`src/rtl/md_arb_if.sv`:
```
// md_io: shared single-writer bus carrying a write strobe and an 8-bit address/data byte.
interface md_io;
    logic       we;
    logic [7:0] ai;

    modport master (output we, ai);
    modport slave  (input  we, ai);
endinterface

```
`src/rtl/md_arb.sv`:
```
// md_arb: round-robin arbiter sharing one md_io master port between N requesters.
// Optional: define MD_ARB_PRIO_EN to give requester 0 fixed priority at arbitration time.
module md_arb #(
    parameter int N         = 4,
    parameter int MAX_BURST = 4
) (
    input  logic                 clk,
    input  logic                 rst_n,
    input  logic [N-1:0]         req,
    input  logic [N-1:0]         last,
    input  logic [N-1:0]         req_we,
    input  logic [8*N-1:0]       req_ai,
    output logic [N-1:0]         gnt,
    md_io.master                 md_if,
    output logic [$clog2(N)-1:0] owner,
    output logic                 busy
);
    localparam int OW = $clog2(N);
    localparam logic [N-1:0] ONE_HOT0 = N'(1);
    localparam logic [7:0]   BURST_MAX = 8'(MAX_BURST);

    typedef enum logic [1:0] {IDLE, OWN, TURN} state_t;

    state_t        state_q, state_d;
    logic [N-1:0]  gnt_q, gnt_d;
    logic [OW-1:0] owner_q, owner_d;
    logic [OW-1:0] rr_q, rr_d;
    logic [7:0]    cnt_q, cnt_d;
    logic [7:0]    ai_q, ai_d;
    logic          we_q, we_d;
    logic [OW-1:0] winner, arb_idx;
    logic          found, done;

    // Winner search: first requester at or after the rr pointer, wrapping.
    always_comb begin
        // NOTE: every combinational output gets a default first, so no latch can be inferred.
        found   = 1'b0;
        winner  = '0;
        arb_idx = '0;
`ifdef MD_ARB_PRIO_EN
        if (req[0]) begin
            found = 1'b1;
        end else begin
            for (int k = 0; k < N - 1; k++) begin
                arb_idx = OW'(1 + (((rr_q == '0 ? 1 : int'(rr_q)) - 1 + k) % (N - 1)));
                if (!found && req[arb_idx]) begin
                    found  = 1'b1;
                    winner = arb_idx;
                end
            end
        end
`else
        for (int k = 0; k < N; k++) begin
            arb_idx = OW'((int'(rr_q) + k) % N);
            if (!found && req[arb_idx]) begin
                found  = 1'b1;
                winner = arb_idx;
            end
        end
`endif
    end

    always_comb begin
        state_d = state_q;
        gnt_d   = gnt_q;
        owner_d = owner_q;
        rr_d    = rr_q;
        cnt_d   = cnt_q;
        we_d    = 1'b0;
        ai_d    = ai_q;
        done    = 1'b0;
        case (state_q)
            IDLE, TURN: begin
                if (found) begin
                    state_d = OWN;
                    gnt_d   = ONE_HOT0 << winner;
                    owner_d = winner;
                    cnt_d   = 8'd1;
                end else begin
                    state_d = IDLE;
                end
            end
            OWN: begin
                we_d = req_we[owner_q] & req[owner_q];
                if (we_d) begin
                    ai_d = req_ai[8*int'(owner_q) +: 8];
                end
                if (cnt_q != BURST_MAX) begin
                    cnt_d = cnt_q + 8'd1;
                end
                // A dropped request ends the burst without transferring that cycle.
                done = !req[owner_q] || last[owner_q] || (cnt_q == BURST_MAX);
                if (done) begin
                    gnt_d   = '0;
                    rr_d    = OW'((int'(owner_q) + 1) % N);
                    state_d = TURN;
                end
            end
            default: state_d = IDLE;
        endcase
    end

    always_ff @(posedge clk or negedge rst_n) begin
        if (!rst_n) begin
            state_q <= IDLE;
            gnt_q   <= '0;
            owner_q <= '0;
            rr_q    <= '0;
            cnt_q   <= '0;
            we_q    <= 1'b0;
            ai_q    <= '0;
        end else begin
            // NOTE: non-blocking assignments so every flop samples pre-edge values.
            state_q <= state_d;
            gnt_q   <= gnt_d;
            owner_q <= owner_d;
            rr_q    <= rr_d;
            cnt_q   <= cnt_d;
            we_q    <= we_d;
            ai_q    <= ai_d;
        end
    end

    assign gnt       = gnt_q;
    assign owner     = owner_q;
    assign busy      = (state_q != IDLE);
    assign md_if.we  = we_q;
    assign md_if.ai  = ai_q;
endmodule

```
`src/flat_wrapper.sv`:
```
// flat-port wrapper written by rule: the top's interface ports become plain ports
module md_arb_flat 
#(
    parameter int N         = 4,
    parameter int MAX_BURST = 4
)
  (clk, rst_n, req, last, req_we, req_ai, gnt, owner, busy, md_if_we, md_if_ai);
  md_io md_if_i ();
  input  logic clk;
  input  logic rst_n;
  input  logic [N-1:0] req;
  input  logic [N-1:0] last;
  input  logic [N-1:0] req_we;
  input  logic [8*N-1:0] req_ai;
  output logic [N-1:0] gnt;
  output logic [$clog2(N)-1:0] owner;
  output logic busy;
  output wire logic [$bits(md_if_i.we)-1:0] md_if_we;
  output wire logic [$bits(md_if_i.ai)-1:0] md_if_ai;
  assign md_if_we = md_if_i.we;
  assign md_if_ai = md_if_i.ai;
  md_arb #(.N(N), .MAX_BURST(MAX_BURST)) u_core (.clk(clk), .rst_n(rst_n), .req(req), .last(last), .req_we(req_we), .req_ai(req_ai), .gnt(gnt), .md_if(md_if_i), .owner(owner), .busy(busy));
endmodule
```
`config.mk`:
```
export PLATFORM = sky130hd
export DESIGN_NAME = md_arb_flat
export DESIGN_NICKNAME = d
export VERILOG_FILES = /design/src/rtl/md_arb_if.sv /design/src/rtl/md_arb.sv /design/src/flat_wrapper.sv
export SDC_FILE = /design/constraint.sdc
export NUM_CORES = 1
export LEC_CHECK = 0
export ABC_AREA = 1
export CORE_ASPECT_RATIO = 0.75
export CORE_MARGIN = 5
export CORE_UTILIZATION = 41
export DETAILED_ROUTE_END_ITERATION = 6
export GPL_ROUTABILITY_DRIVEN = 0
export GPL_TIMING_DRIVEN = 0
export PLACE_DENSITY = 0.76
export RECOVER_POWER = 25
export SLEW_MARGIN = 5
export SYNTH_ARGS = -nofsm -noshare
export SYNTH_HDL_FRONTEND = slang
export SYNTH_SLANG_ARGS = --single-unit
```
`constraint.sdc`:
```
create_clock -name clk -period 1.35 [get_ports clk]
set_input_delay 0.27 -clock clk [delete_from_list [all_inputs] [get_ports clk]]
set_output_delay 0.27 -clock clk [all_outputs]
set_load 0.02 [all_outputs]
```
==> run summary <==
Outcome - finished, violations left
Failing checks - setup timing
Die height - 68.2 um
Most used cell along the critical path - nand2_1
Register area share after synthesis - 36.4%
First-pass GRT wire length - 9.53 mm
Startpoint types - register
CORE AREA - 4410 um2
Dpl cells - 384
Initial antenna violation count - 0
Vias in the first global route - 2139
ANT cells - 0
Post-synthesis instance total - 266
Routed vias/inst - 5.22
Hold crit path type - input pin to async pin
Clock buffer count from CTS - 3
IO Port Bufs - 61
Fillcell total - 369
Reg2reg setup slack - -0.26 ns
TritonCTS clock tree - built
Final setup viols - 27
RR Endpoint - u_core.gnt[0]$_DFFE_PN0P_
Routed WL per cell - 14.7 um
EDFF count, synth - 0
ANT nets after route - 0
Rows - 21
Largest net degree at the start of global routing - 28
First-pass DRT Iterations - 4
Crit-path max FO - 5
Worst path cell trace - inv_2 > nand2_1 > nand2_1 > nand2_2 > buf_4 > nand2_1 > nand2_1 > nand2_2 > nor2_4 > nand3_1 > nand2_1
Avg Cell Area, Syn - 6.97 um2
Period utilisation layout - 119%
Least-Margin Pin Slew - 0.684 ns
Clock Skews - 0.00209 ns
Maxcap violations - 0
Clk slew on worst S/H paths - 0.09 ns
Most common cell in the netlist - nand2_1
Setup crit end kind - register
# nets final - 404
Largest area contributor in the netlist - dfrtp_1
Highest cell delay on the worst timing path - 0.46 ns
GRT Resource Usage Total - 20.2%
Die area - 5980 um2
Layout cells sized above 1 - 32.1%
GRT met2 Usage - 35.0%
Top cells by instance count after synthesis - 70 x nand2_1, 37 x o21ai_0, 31 x nor2_1
Synth-to-layout area growth - 63.0%
Die Wd - 87.7 um
CP max stage cell - dfrtp_2
Relative slew slack - 54.4%
Kind of critical path - register to register
Final Instance Area - 3020 um2
CTS Root Cell - clkbuf_8
Seq cells post-synth - 27
Clock Path Buffers - 2
DRC viols - 0
Final WS setup - -0.260 ns
Gr busiest metal - met2
I/O Pins - 62
Routing usage on met1 - 24.2%
RSZ-0062 raised after global routing - true
Final Core Density - 68.5%
Post-DP HPWL - 4.10 mm
Biggest area contributors in the synthesized netlist - dfrtp_1 36%, nand2_1 14%, o21ai_0 10%, nand3_1 6.7%, nor2_1 6.3%
Final-report hold violation count - 0
Worst reg2reg startpoint - u_core.rr_q[1]$_DFFE_PN0P_
Peak supply drop - 0.00107 V
FMAX - 0.621 GHz
Min cycle time layout - 1.61 ns
Leak pwr - 1.45 nW
Met3 global-route usage - 7.58%
Synth Cell Area - 1850 um2
Post-synth cell types - 27
Iter 0 DRT Violations - 125
Synth Flop Type - dfrtp_1
Required time of the critical path - 1.52 ns
Synthesis warning total - 0
Clk Latency, worst-skew pair - 0.27 ns
Post-Layout Cell Count - 412
Worst path arrival time - 1.78 ns
Hold_buf cts - 0
Ys async rst share - 100%
Vias - 2152
Post-Syn Nets - 314
Post-synth top area share - 36.4%
Cell Pwr Density - 2380 nW/um2
Total global routing overflow - 0
Total power - 0.00718 W
R2R cell count - 11
Post-placement cell area - 2580 um2
CTS Sinks - 27
CTS H-Tree Depth - 1
Starting density of the core - 42.0%
Final Max Slew Viols - 0
DRT Wirelength - 6.04 mm
[where the power goes]
part | switching, W | internal [W] | leakage [nW]
logic | 0.00315 | 0.00222 | 1.08
registers | 0.000228 | 0.00112 | 0.345
clock network | 0.000252 | 0.000212 | 0.0228
total | 0.00363 | 0.00354 | 1.45
[routing by layer]
layer,vias up,wire length (um)
met2,68,2880
met4,0,96
li1,1064,-
met3,11,546
met5,-,0
met1,1009,2510
[state kept, by name (all words and copies together) (netlist names)]
signal and count:
u_core.cnt_q 8, u_core.gnt 4, u_core.rr_q 2, u_core.md_if.ai 8, u_core.state_q 2, u_core.md_if.we 1
u_core.owner 2
[cells by family after synthesis]
kind of cell             share of synthesized area (%)
AND/OR/NAND/NOR                                   37.2
adder cells (fa/ha/maj)                           1.35
AO/OA/AOI/OAI                                     14.6
flip-flops                                        36.4
buffers and inverters                             8.03
XOR/XNOR                                          2.36
[metrics by stage]
| step | worst slack [ns] | setup TNS (ns) | hold WS (ns) |
|---|---|---|---|
| 2_1_floorplan | -0.0955 | -1.84 | -0.0256 |
| 3_3_place_gp | -0.513 | -22.76 | 0.486 |
| 3_5_place_dp | -0.553 | -23.41 | 0.491 |
| 4_1_cts | -0.242 | -4.51 | 0.408 |
| 5_1_grt | -0.376 | -7.13 | 0.0644 |
| 6_report | -0.260 | -4.82 | 0.0192 |
[how the worst max path moves through the flow]
stage,start,end,cells past startpoint
global placement,rst_n,u_core.owner[1]$_DFFE_PN0P_,1
floorplan,u_core.rr_q[0]$_DFFE_PN0P_,u_core.cnt_q[5]$_DFFE_PN0P_,10
finish,u_core.rr_q[1]$_DFFE_PN0P_,u_core.gnt[0]$_DFFE_PN0P_,11
CTS,u_core.rr_q[0]$_DFFE_PN0P_,u_core.cnt_q[0]$_DFFE_PN0P_,11
global route,u_core.rr_q[1]$_DFFE_PN0P_,u_core.gnt[3]$_DFFE_PN0P_,12
detailed placement,req[3],u_core.cnt_q[5]$_DFFE_PN0P_,11
[worst max-delay path, delay by kind of cell, from the launching register on]
| kind | cells | cell delay, ns |
|---|---|---|
| simple gates | 9 | 0.78 |
| buf+inv | 2 | 0.27 |
| flops | 1 | 0.46 |
[layout make-up]
cell class | instances | area [um2] | area share, %
Tap cell | 57 | 71.3 | 2.36
Buffer | 11 | 97.6 | 3.23
Multi-Input combinational cell | 208 | 1270 | 42.2
Inverter | 22 | 87.6 | 2.90
Timing Repair Buffer | 83 | 766 | 25.3
Clock buffer | 4 | 45.0 | 1.49
Sequential cell | 27 | 679 | 22.5
[layout by cell type, fill, tap and decap left out, drive strengths merged, types with 6 or more instances in the layout]
cell type / n
nand4: 6
dlygate4sd2: 14
o22ai: 9
clkdlybuf4s50: 43
dfrtp: 27
nand2: 78
inv: 22
nor2: 34
nand3: 27
clkbuf: 10
buf: 31
o21ai: 40
[repair_timing]
action / 4_1_cts / 5_1_grt
setup buffers: 13 / 8
resized for setup: 61 / 63
setup endpoints to repair: 70 / 29
pin swaps: 14 / 22
gates cloned: 3 / 0
Note: power is estimated with default switching activity, not from simulation.
